## config.mk

```make
export PLATFORM = sky130hd
export DESIGN_NAME = gpio_in_filter
export DESIGN_NICKNAME = d
export VERILOG_FILES = /design/src/rtl/gpio_in_filter.sv
export SDC_FILE = /design/constraint.sdc
export NUM_CORES = 1
export LEC_CHECK = 0
export CORE_UTILIZATION = 25
export CTS_CLUSTER_SIZE = 8
export DETAILED_ROUTE_END_ITERATION = 8
export PLACE_DENSITY = 0.43
export REMOVE_ABC_BUFFERS = 1
export SLEW_MARGIN = 25
export SYNTH_ARGS = -nofsm -noshare
export SYNTH_HDL_FRONTEND = slang
export SYNTH_SLANG_ARGS = --single-unit
```

## constraint.sdc

```tcl
create_clock -name clk -period 1.65 [get_ports clk]
set_input_delay 0.33 -clock clk [delete_from_list [all_inputs] [get_ports clk]]
set_output_delay 0.33 -clock clk [all_outputs]
set_load 0.01 [all_outputs]
```

## src/rtl/gpio_in_filter.sv

```systemverilog
// gpio_in_filter: per-bit pad input conditioning (2-flop sync, counter debounce, edge pulses)
//
// Ports:
//    clk        - system clock
//    reset_     - asynchronous active-low reset
//    pad_di     - raw asynchronous pad levels
//    di         - synchronized, debounced levels
//    rise_pulse - one-cycle pulse when a di bit goes 0->1
//    fall_pulse - one-cycle pulse when a di bit goes 1->0
//    edge_clr   - write-1-to-clear strobe for edge_pend
//    edge_pend  - sticky edge-seen flags
//    irq        - OR of edge_pend
//
// Build option: define GPIO_IN_EDGE_IRQ_EN to add the sticky edge_pend flops
// and irq; otherwise edge_pend/irq are constant 0 and edge_clr is ignored.
module gpio_in_filter #(
   parameter int NR_GPIOS        = 8,
   parameter int DEBOUNCE_CYCLES = 16
) (
   input  logic                clk,
   input  logic                reset_,
   input  logic [NR_GPIOS-1:0] pad_di,
   output logic [NR_GPIOS-1:0] di,
   output logic [NR_GPIOS-1:0] rise_pulse,
   output logic [NR_GPIOS-1:0] fall_pulse,
   input  logic [NR_GPIOS-1:0] edge_clr,
   output logic [NR_GPIOS-1:0] edge_pend,
   output logic                irq
);
   localparam int CW = $clog2(DEBOUNCE_CYCLES + 1);
   localparam logic [CW-1:0] LAST = CW'(DEBOUNCE_CYCLES - 1);
   logic [NR_GPIOS-1:0] sync1_q, sync2_q, di_q, di_d, rise_q, rise_d, fall_q, fall_d;
   logic [CW-1:0]       cnt_q [NR_GPIOS];
   logic [CW-1:0]       cnt_d [NR_GPIOS];
   // The count only advances while sync2 disagrees with di, so reaching LAST
   // implies a run of mismatches; on a match sync2 equals di anyway.
   always_comb begin
      for (int i = 0; i < NR_GPIOS; i++) begin
         cnt_d[i] = (sync2_q[i] == di_q[i] || cnt_q[i] == LAST) ? '0 : cnt_q[i] + 1'b1;
         di_d[i]  = (cnt_q[i] == LAST) ? sync2_q[i] : di_q[i];
      end
   end
   assign rise_d = di_d & ~di_q;
   assign fall_d = ~di_d & di_q;
   always_ff @(posedge clk or negedge reset_) begin
      if (!reset_) begin
         sync1_q <= '0;
         sync2_q <= '0;
         di_q    <= '0;
         rise_q  <= '0;
         fall_q  <= '0;
         cnt_q   <= '{default: '0};
      end else begin
         sync1_q <= pad_di;
         sync2_q <= sync1_q;
         di_q    <= di_d;
         rise_q  <= rise_d;
         fall_q  <= fall_d;
         cnt_q   <= cnt_d;
      end
   end
   assign di         = di_q;
   assign rise_pulse = rise_q;
   assign fall_pulse = fall_q;
`ifdef GPIO_IN_EDGE_IRQ_EN
   logic [NR_GPIOS-1:0] edge_pend_q, edge_pend_d;
   logic                irq_q;
   // The pending bit rises together with the pulse (rise_d/fall_d) and a
   // clear landing in the cycle the pulse is visible (rise_q/fall_q) loses.
   assign edge_pend_d = (edge_pend_q & ~edge_clr) | rise_d | fall_d | rise_q | fall_q;
   always_ff @(posedge clk or negedge reset_) begin
      if (!reset_) begin
         edge_pend_q <= '0;
         irq_q       <= 1'b0;
      end else begin
         edge_pend_q <= edge_pend_d;
         irq_q       <= |edge_pend_d;
      end
   end
   assign edge_pend = edge_pend_q;
   assign irq       = irq_q;
`else
   logic unused_edge_clr;
   assign unused_edge_clr = ^edge_clr;
   assign edge_pend       = '0;
   assign irq             = 1'b0;
`endif
endmodule

```

==> key figures <==
Finish
  – Number of nets in the final layout: 331
  – Antenna diodes: 0
  – Layout Area Growth over Synthesis: 26.87%
  – Filler Cells Inserted: 1171
  – Share of final-layout standard cells stronger than drive strength 1: 0.07947

Routing
  – Number of DRC violations after detailed routing: 2
  – Via Count: 1693
  – Routed WL per cell: 10.13 µm
  – Count of nets left with antenna violations after detail routing: 0
  – Via count normalized by instance count: 3.804
  – Sum of routed wire length over all layers: 4507 µm
  – DRC violation total after the first TritonRoute iteration: 77
  – Detailed Routing Iterations Pass 1: 8

Run status
  – Violations in the final reports: DRC
  – Outcome: finished, violations left

STA
  – Maximum clock frequency: 0.6238 GHz
  – RSZ-0062 raised after global routing: no
  – Total Neg Setup Slack: 0 ns
  – Fraction of the cycle the final worst path needs: 0.9716
  – Final Skew: 0.006047 ns
  – Final-report max-slew violation count: 0
  – Count of final hold-check violations: 0
  – Final setup fails: 0
  – Minimum clock period after layout: 1.603 ns

Clock tree
  – Clock insertion delay at the later pin of the skew report: 0.32 ns
  – Number of levels in the clock H-tree: 3
  – Clock transition time at the flip-flop clock pins of the worst setup and hold paths: 0.06 ns
  – Maximum clock path buffer count: 2
  – CTS buffer count: 9
  – TritonCTS sink count: 80
  – Cell chosen for the clock root: sky130_fd_sc_hd__clkbuf_16
  – Clock tree from TritonCTS: yes

Synth
  – Netlist area before placement: 3032 µm²
  – Post-Syn Instances: 246
  – Sequential cell area fraction in the yosys report: 0.6603
  – #FFs+latches synth: 80
  – Per-instance average area after synthesis: 12.32 µm²
  – Synth warnings: 0
  – Number of library cell types mapped by synthesis: 17

Pwr
  – Worst VDD drop: 0.3647 mV
  – Power consumption: 4.019 mW
  – Power density relative to cell area: 1045 nW/µm²
  – Total leakage power: 1.904 nW

Place
  – Routability congestion estimate from global placement: 0.6871
  – Total half-perimeter wirelength after legalization and detailed placement: 2953 µm
  – Port Buf Inserts: 33

Floorplan
  – Std-Cell Rows: 39
  – Boundary pin count: 51
  – Initial core utilization: 0.2610
  – Core region area: 11610 µm²
  – Vert. Die Dim: 112.1 µm
  – Die Span X: 112.1 µm
  – DIE AREA: 12570 µm²

Critical path
  – Crit path kind: flip-flop to primary output
  – Critical register-to-register path startpoint: cnt_q[0]$_DFF_PN0_
  – R2R depth: 5
  – Endpoint of the lowest-slack register-to-register path: rise_pulse[7]$_DFF_PN0_
  – Slack of the worst reg-to-reg path: 0.11 ns
  – Data required time of the worst path: 1.32 ns
  – Signal arrival time at the worst endpoint: 1.27 ns
  – Max stage delay cell, worst path: sky130_fd_sc_hd__clkdlybuf4s50_1
  – Highest fanout seen on the critical path: 4
  – Element type at the critical path end: primary output
  – Cells along the critical path: clkdlybuf4s50_1
  – Family with the most delay on the worst path: buffers and inverters
  – Stage delay of the slowest cell on the critical path: 0.56 ns
  – Worst setup SP type: flip-flop
  – Sum of buffers and inverters on the critical path: 1

GRT
  – Maximum number of pins on one net before global-route repair: 32
  – Antenna violations before repair: 0
  – GRT Util Overall: 0.08343
  – Global route total overflow: 0
  – Wire length of the first global-routing pass: 8066 µm
  – Via count of the first global-routing pass: 1749

Hold path
  – Cell depth of the worst min-delay path: 0
  – Class of the tightest hold or removal check: flip-flop to flip-flop
  – Hold wc startpoint: sync1_q[3]$_DFF_PN0_
  – Worst Hold Endpoint: sync2_q[3]$_DFF_PN0_

Job
  – Max-Cap Viols: 0
==> cells in the mapped netlist <==
cell,instances,area (µm²)
sky130_fd_sc_hd__dfrtp_1,80,2002
sky130_fd_sc_hd__ha_1,16,200.2
sky130_fd_sc_hd__mux2_2,2,22.52
sky130_fd_sc_hd__o21ai_0,6,30.03
sky130_fd_sc_hd__nand2b_1,8,50.05
sky130_fd_sc_hd__nor2_1,46,172.7
sky130_fd_sc_hd__and3b_1,3,26.28
sky130_fd_sc_hd__nor3b_1,6,45.04
sky130_fd_sc_hd__conb_1,1,3.750
sky130_fd_sc_hd__nand2_1,6,22.52
sky130_fd_sc_hd__xor2_1,16,140.1
sky130_fd_sc_hd__buf_4,9,67.56
sky130_fd_sc_hd__xnor2_1,8,70.07
sky130_fd_sc_hd__and3_1,8,50.05
sky130_fd_sc_hd__nand3_1,8,40.04
sky130_fd_sc_hd__nor2b_1,1,6.260
sky130_fd_sc_hd__inv_1,22,82.58
==> metrics by stage <==
stage	setup slack (ns)	instances	instance area (µm²)	util	hold WS (ns)
2_1_floorplan	0.1872	245	2994	-	0.03441
3_3_place_gp	0.1327	424	3536	0.3045	0.2733
3_5_place_dp	0.1104	424	3536	0.3045	0.2710
4_1_cts	0.003352	441	3811	0.3282	0.3447
5_1_grt	0.01066	445	3846	0.3312	0.3519
6_report	0.04685	445	3846	0.3312	0.3441
==> sequential cells by signal, indices dropped and copies added, names as in the netlist <==
name        flops
rise_pulse      8
cnt_q          40
sync2_q         8
di              8
fall_pulse      8
sync1_q         8
==> metal layers <==
metal  vias to the layer above  GRT usage  wire [µm]
li1                        856          -          -
met1                       795     0.1011       2127
met2                        36     0.1263       2054
met3                         6    0.02970        256
met4                         0    0.05333         69
met5                         -          0          0
==> kinds of logic after synthesis <==
kind of cell | count (synthesis) | synth area share
fa+ha+maj | 16 | 0.06603
other cells | 1 | 0.001237
simple gates | 86 | 0.1362
buf+inv | 31 | 0.04952
flops | 80 | 0.6603
compound gates | 6 | 0.009905
xor+xnor | 24 | 0.06934
mux | 2 | 0.007428
==> repair_timing <==
action / in CTS / in global routing
setup endpoints to repair: 1 / 6
hold buffers: 1 / 0
gates resized for setup: 1 / 2
buffers inserted: 0 / 4
hold endpoints to repair: 22 / 0
==> layout make-up <==
class	instances	area [µm²]	area share
repair buffers	41	406.6	0.1057
clock buffers	11	232.7	0.06051
clock inverters	5	33.78	0.008783
multi-input cells	143	909.6	0.2365
flip-flops and latches	80	2002	0.5205
well taps	143	178.9	0.04652
inverters	22	82.58	0.02147
==> where the power goes <==
part	switching (mW)	leakage (nW)	internal, mW
clock	0.747	0.126	1.02
sequential	0.0443	1.06	2.03
combinational	0.105	0.719	0.0772
==> worst max path at each step <==
stage | startpoint | end | slack, ns | cells after the start
2_1_floorplan | cnt_q[0]$_DFF_PN0_ | rise_pulse[7]$_DFF_PN0_ | 0.19 | 5
3_3_place_gp | cnt_q[0]$_DFF_PN0_ | rise_pulse[7]$_DFF_PN0_ | 0.13 | 5
3_5_place_dp | cnt_q[0]$_DFF_PN0_ | rise_pulse[7]$_DFF_PN0_ | 0.11 | 5
4_1_cts | di[0]$_DFF_PN0_ | di[0] | 0.003 | 1
5_1_grt | di[1]$_DFF_PN0_ | di[1] | 0.01 | 1
6_report | di[1]$_DFF_PN0_ | di[1] | 0.05 | 1
==> placed cells by master (no fill, tap or decap) <==
cell type                         count
sky130_fd_sc_hd__inv_1               22
sky130_fd_sc_hd__ha_1                16
sky130_fd_sc_hd__xor2_1              16
sky130_fd_sc_hd__nor2_1              46
sky130_fd_sc_hd__clkinvlp_4           2
sky130_fd_sc_hd__xnor2_1              8
sky130_fd_sc_hd__mux2_2               2
sky130_fd_sc_hd__dlygate4sd2_1        1
sky130_fd_sc_hd__nand3_1              8
sky130_fd_sc_hd__buf_4                7
sky130_fd_sc_hd__dlygate4sd3_1        1
sky130_fd_sc_hd__and3b_1              3
sky130_fd_sc_hd__clkbuf_1             2
sky130_fd_sc_hd__clkinv_2             2
sky130_fd_sc_hd__nor3b_1              6
sky130_fd_sc_hd__o21ai_0              6
sky130_fd_sc_hd__and3_1               8
sky130_fd_sc_hd__clkinv_4             1
sky130_fd_sc_hd__clkdlybuf4s50_1     29
sky130_fd_sc_hd__nand2b_1             8
sky130_fd_sc_hd__conb_1               9
sky130_fd_sc_hd__clkbuf_16            9
sky130_fd_sc_hd__dfrtp_1             80
sky130_fd_sc_hd__dlymetal6s2s_1       2
sky130_fd_sc_hd__nand2_1              6
sky130_fd_sc_hd__buf_12               1
sky130_fd_sc_hd__nor2b_1              1
(Power assumes the default switching activity.)
